## config.mk

```make
export PLATFORM = sky130hd
export DESIGN_NAME = debug_trace_buffer
export DESIGN_NICKNAME = d
export VERILOG_FILES = /design/src/rtl/debug_trace_buffer.sv
export SDC_FILE = /design/constraint.sdc
export NUM_CORES = 1
export LEC_CHECK = 0
export BUFFER_PORTS_ARGS = -buffer_cell sky130_fd_sc_hd__buf_4
export CORE_ASPECT_RATIO = 0.8
export CORE_MARGIN = 10
export CORE_UTILIZATION = 69
export CTS_BUF_LIST = sky130_fd_sc_hd__clkbuf_8
export DETAILED_ROUTE_END_ITERATION = 8
export PLACE_DENSITY = 0.89
export SYNTH_ARGS = -nofsm -noshare
export SYNTH_HDL_FRONTEND = slang
export SYNTH_SLANG_ARGS = --single-unit
```

## constraint.sdc

```tcl
create_clock -name clk -period 14.4 [get_ports clk]
set_clock_uncertainty 0.1 [all_clocks]
set_input_delay 1.44 -clock clk [delete_from_list [all_inputs] [get_ports clk]]
set_output_delay 1.44 -clock clk [all_outputs]
set_load 0.01 [all_outputs]
```

## src/rtl/debug_trace_buffer.sv

```systemverilog
// debug_trace_buffer: trace capture of debug-bus samples with pre-trigger history and oldest-first readout
module debug_trace_buffer #(
   parameter int DATA_W    = 16,
   parameter int CHANNELS  = 4,
   parameter int DEPTH     = 16,
   parameter int POST_TRIG = 4,
   parameter int TRIG_CH   = 0
) (
   input  logic                         clk,
   input  logic                         reset,
   input  logic                         arm,
   input  logic                         abort,
   input  logic                         smp_valid,
   input  logic [CHANNELS*DATA_W-1:0]   smp_data,
   input  logic [DATA_W-1:0]            trig_value,
   input  logic [DATA_W-1:0]            trig_mask,
   output logic                         rd_valid,
   input  logic                         rd_ready,
   output logic [CHANNELS*DATA_W-1:0]   rd_data,
   output logic                         rd_last,
   output logic [1:0]                   state,
   output logic [$clog2(DEPTH):0]       count
);
   localparam int PW = $clog2(DEPTH);
   localparam int CW = PW + 1;
   localparam int SW = CHANNELS * DATA_W;

   typedef enum logic [1:0] {IDLE, ARMED, POST, DONE} state_t;

   state_t          state_q, state_d;
   logic [PW-1:0]   wr_ptr_q, wr_ptr_d, rd_ptr_q, rd_ptr_d;
   logic [CW-1:0]   count_q, count_d, post_q, post_d, rem_q, rem_d;
   logic            we, hit;
   logic [SW-1:0]   mem [DEPTH];

   assign hit      = smp_valid & (((smp_data[TRIG_CH*DATA_W +: DATA_W] ^ trig_value) & trig_mask) == '0);
   assign rd_valid = (state_q == DONE);
   assign rd_last  = rd_valid & (rem_q == CW'(1));
   assign rd_data  = rd_valid ? mem[rd_ptr_q] : '0;
   assign state    = state_q;
   assign count    = count_q;

   // next-state: capture until trigger + post window, then drain; abort overrides everything
   always_comb begin
      state_d  = state_q;
      wr_ptr_d = wr_ptr_q;
      rd_ptr_d = rd_ptr_q;
      count_d  = count_q;
      post_d   = post_q;
      rem_d    = rem_q;
      we       = 1'b0;
      case (state_q)
         IDLE: if (arm) begin
            state_d  = ARMED;
            count_d  = '0;
            wr_ptr_d = '0;
            rd_ptr_d = '0;
            post_d   = '0;
         end
         ARMED, POST: if (smp_valid) begin
            we       = 1'b1;
            wr_ptr_d = wr_ptr_q + PW'(1);
            count_d  = (count_q == CW'(DEPTH)) ? count_q : count_q + CW'(1);
            if (state_q == ARMED) begin
               if (hit) begin
                  state_d = (POST_TRIG > 0) ? POST : DONE;
                  post_d  = CW'(POST_TRIG);
               end
            end else begin
               post_d = post_q - CW'(1);
               if (post_q == CW'(1)) state_d = DONE;
            end
         end
         DONE: if (rd_ready) begin
            rd_ptr_d = rd_ptr_q + PW'(1);
            rem_d    = rem_q - CW'(1);
            if (rem_q == CW'(1)) state_d = IDLE;
         end
         default: ;
      endcase
      // the oldest held entry sits count places behind the write pointer (count==DEPTH wraps to itself)
      if (state_d == DONE && state_q != DONE) begin
         rd_ptr_d = wr_ptr_d - count_d[PW-1:0];
         rem_d    = count_d;
      end
      if (abort) begin
         state_d = IDLE;
         count_d = '0;
         we      = 1'b0;
      end
   end

   // control registers with asynchronous active-low reset
   always_ff @(posedge clk or negedge reset) begin
      if (!reset) begin
         state_q  <= IDLE;
         wr_ptr_q <= '0;
         rd_ptr_q <= '0;
         count_q  <= '0;
         post_q   <= '0;
         rem_q    <= '0;
      end else begin
         state_q  <= state_d;
         wr_ptr_q <= wr_ptr_d;
         rd_ptr_q <= rd_ptr_d;
         count_q  <= count_d;
         post_q   <= post_d;
         rem_q    <= rem_d;
      end
   end

   // sample storage, contents need no reset
   always_ff @(posedge clk) begin
      if (we) mem[wr_ptr_q] <= smp_data;
   end
endmodule

```

Word level (Yosys, flattened, before mapping) --
Memory sizes are Yosys's and may differ from the RTL's. Cells that the tools add are included. Widths: inputs -> output; s select.
Word-level totals: bits in registers 25, memory bits (writable) 1024, input bits 102, logic and storage cells 76, memories kept 1
Memories:
- mem | depth 16, width 64, rd ports 1, clocked after Yosys merged registers in 0, wr ports 1, RTL line 34 | logic [SW-1:0] mem [DEPTH];
Operators by class: $add $sub $neg 6, equality and inequality tests 13, mux-type cells 35, bitwise gates (word level) 4, reductions and logical operators 11
Operators with widths (number):
- $mux 64 | 1
- $mux 5 | 11
- $mux 4 | 5
- $pmux 5 s2 | 2
- $and 16x16->16 | 1
- $logic_not 16->1 | 1
- $mux 2 | 8
- $pmux 4 s2 | 2
- $xor 16x16->16 | 1
- $eq 5x1->1 const B | 2
- $sub 5x1->5 const B | 2
- $add 4x1->4 const B | 2
- $eq 2x2->1 const B | 3
- $ne 2x2->1 const B | 3
- $ne 3x3->1 const B | 2
- $pmux 2 s3 | 1
- $reduce_bool 2->1 | 3
- $add 5x1->5 const B | 1
- $eq 5x5->1 const B | 1
- $mux 1 | 5
- $reduce_and 4->1 | 1
- $sub 4x4->4 | 1
- $ne 3x1->1 const B | 1
- $reduce_and 3->1 | 1
- 7 further kinds | 8

Depth between registers and ports, before layout --
depth in word-level cells 12, depth in mapped cells 16

Worst setup path after synthesis --
Ideal clock, no wire load.
path kind in2reg, from in smp_valid, to mem mem[3][0] (netlist name), enable pin, arrival 6.258 ns, data required time 13.736 ns, path slack 7.478 ns, cell stages on the path 3, path buffers 1, cells stage by stage clkbuf_1 > nand4b_1 > nor3_1
On the way: word-level cells in the longest chain between the ends 5
RTL lines:
- from (decl) | RTL line 13 | input logic smp_valid,
- $mux 1 | RTL line 60 | ARMED, POST: if (smp_valid) begin
- $mux 1 | RTL line 52 | case (state_q)
- $mux 1 | RTL line 86 | if (abort) begin
- $mux 1 | RTL line 114 | if (we) mem[wr_ptr_q] <= smp_data;
- $mux 1 (not written as such) | RTL line 114
- to (decl) | RTL line 34
Every way passes these cells.

Worst setup path after layout --
from reg rd_ptr_q[0], to out rd_data[1]
On the way: word-level cells in the longest chain between the ends 2
RTL lines:
- from (decl) | RTL line 31 | logic [PW-1:0] wr_ptr_q, wr_ptr_d, rd_ptr_q, rd_ptr_d;
- from (signal assigned) | RTL line 105 | rd_ptr_q <= rd_ptr_d;
- $mem_v2 16x64
- $mux 64 | RTL line 39 | assign rd_data = rd_valid ? mem[rd_ptr_q] : '0;
- to (decl) | RTL line 19 | output logic [CHANNELS*DATA_W-1:0] rd_data,
Every way passes these cells.

==> results by group <==
Detailed routing
  • Wire per inst: between 30 and 40 um
  • DR iter-0 viols: between 2000 and 3000
  • Via density: 6.855
  • Remaining antenna violation count: 0
  • # DRC: 0
  • WL final: between 90000 and 100000 um
  • Drt first pass iters: 5
  • DR vias: between 20000 and 25000

Setup path
  • R2R cell count: 5
  • FF-to-FF setup slack: about 9.9 ns
  • Critical R2R Launch: state[0]
  • Critical Path RT: ~13 ns
  • CP startpoint: rd_ptr_q[0]
  • Setup crit end kind: output port
  • Worst path arrival time: around 4.4 ns
  • Worst reg2reg path endpoint: mem[3][19]
  • CP Launch Type: flop
  • Kind of critical path: reg2out
  • Critical-path maximum fanout: between 100 and 150

STA
  • Worst hold slack: between 0.4 and 0.5 ns
  • Period minus WS final: 5.966 ns
  • Final setup fails: 0
  • Slew Viols, Final: 0
  • Setup TNS: 0 ns
  • Measured slew at the worst slew-check pin: 1.225 ns
  • Final hold vios: 0
  • Crit share post-route: 0.4143
  • Fmax: 167.6 MHz
  • Final setup margin: approximately 8.4 ns
  • Slew HR: 0.1625
  • RSZ-0062 raised after global routing: no

Global routing
  • Largest net degree at the start of global routing: ~150
  • Initial antenna violation count: 3
  • Vias in the first global route: between 20000 and 25000
  • Overall Global Routing Usage: 0.2774
  • GRT overflow: 0
  • Global-route wire length before repair: approximately 140000 um

Worst hold path
  • Worst Hold Class: in2async

Logic synthesis
  • Top post-synthesis cells by area: edfxtp_1, mux4_2, dfrtp_1
  • Post-synth top cells: edfxtp_1, mux4_2, and2_1
  • Yosys top cell area share: 0.7510
  • Synth Area per Inst: approximately 23 sq um
  • Synthesized flop and latch total: around 1000
  • Synthesized instance count: about 1800
  • Most common cell in the synthesized netlist: edfxtp_1
  • Post-synth EDFFs: 1024
  • Area leader, netlist: edfxtp_1
  • Register area share after synthesis: 0.7663
  • Synth unique cells: between 50 and 60
  • Top_reg_cell synth: edfxtp_1
  • Syn Nets: 1889
  • Async SR Flop Fraction: 0.02383
  • Cell Area, Synth: 0.04095 sq mm
  • Yosys Warn Count: 0

Flow run
  • Maxcap violations: 0

Clocking
  • Maximum level of the CTS H-tree: 4
  • Clock tree sinks: ~1000
  • Hold buffer count at cts: 0
  • CTS tree: yes
  • Root Buffer: clkbuf_8
  • Post CTS Setup Buffer Count: 0
  • Clock Latency Late Sink: 0.81 ns
  • Longest Clk Path Bufs: 3
  • CTS clk-pin slew, worst paths: about 0.07 ns
  • Num CTS Buffers: 150
  • PostCTS Resize Cnt: 0

Placement
  • PortBufs: roughly 170
  • RD Place Congestion: 0.8344
  • Hpwl dp: around 50000 um
  • Dpl ws: 9.179 ns

Floorplanning
  • Die Span Y: 237.9 um
  • Die Area: roughly 0.070 sq mm
  • DIE WIDTH: between 200 and 300 um
  • Std-Cell Rows: ~80
  • Core ar.: between 0.05 and 0.06 sq mm
  • IO Pins: approximately 180
  • Initial core utilization: 0.7009

Status
  • Outcome: complete, no violations

Power and ir drop
  • PD cells: about 120 mW/mm^2
  • LEAKAGE: around 15 nW
  • Maximum VDD drop: about 0.00012 V
  • Power, Total: ~5.7 mW

Finish
  • Synthesis-to-finish area growth: 12.32%
  • Layout cells sized above 1: 0.3448
  • Fill count: between 2000 and 3000
  • Final core utilization: 0.7873
  • Final-stage net count: around 2200
cell families (layout without fill, tap and decap cells):
group | Yosys count | after routing | share of synthesized area
flops | 1049 | 1049 | 0.7663
mux | 328 | 328 | 0.1782
simple gates | 176 | 176 | 0.02359
buf+inv | 115 | 504 | 0.01073
compound gates | 62 | 62 | 0.01103
xor+xnor | 21 | 21 | 0.004492
fa+ha+maj | 18 | 18 | 0.005684
other cells | 0 | 1 | 0
stage by stage:
stage	cells	cell area (sq um)
floorplan	1769	40950
global placement	2656	43290
detailed placement	2656	43290
CTS	2927	45990
global route	2928	45990
finish	2928	45990
worst max-delay path: stages, from the launching register on:
cell and delay [ns]:
dfrtp_4 0.42, buf_12 0.62, buf_4 0.84, mux4_2 0.62, mux4_2 0.47, and2_1 0.21, buf_4 0.15
how the worst max path moves through the flow:
| stage | end | cells after the start | slack (ns) |
|---|---|---|---|
| finish | rd_data[1] | 6 | 8.43 |
| global route | rd_data[2] | 6 | 8.10 |
| global placement | rd_data[29] | 6 | 9.20 |
| floorplan | mem[3][0] | 3 | 7.48 |
| detailed placement | rd_data[1] | 6 | 9.18 |
| CTS | rd_data[1] | 6 | 8.31 |
layer usage:
layer,vias up,GRT usage,routed length (um)
met5,-,0,12
met4,2,0.1047,2868
met3,204,0.05809,9437
met2,1359,0.4533,48100
met1,10454,0.3724,33560
li1,8051,-,-
where the power goes:
group          internal, mW  leakage [nW]  switching (mW)
Sequential             3.36          9.53          0.0101
Clock                  1.05          1.52            1.09
Combinational        0.0566          3.49          0.0964
Total                  4.47          14.5            1.19
layout make-up:
type | instances | area, sq um | area share
flip-flops and latches | 1049 | 31390 | 0.6825
multi-input cells | 605 | 9254 | 0.2012
clock buffers | 154 | 2120 | 0.04609
repair buffers | 208 | 1587 | 0.03450
well taps | 769 | 962.2 | 0.02092
clock inverters | 117 | 581.8 | 0.01265
inverters | 25 | 93.84 | 0.002040
diodes | 1 | 2.502 | 0.00005441
state kept, by name (all words and copies together) (netlist names):
name      cells
count         5
mem        1024
post_q        5
rd_ptr_q      4
rem_q         5
state         2
wr_ptr_q      4
layout by cell type (no fill, tap or decap), drive strengths merged, types with 12 or more instances in the layout:
master,n
and2,65
buf,208
clkbuf,154
clkinv,56
dfrtp,25
edfxtp,1024
ha,17
inv,72
mux4,320
nand2,27
nand3,12
nor2,30
o21ai,14
xor2,18
(Power assumes the default switching activity.)
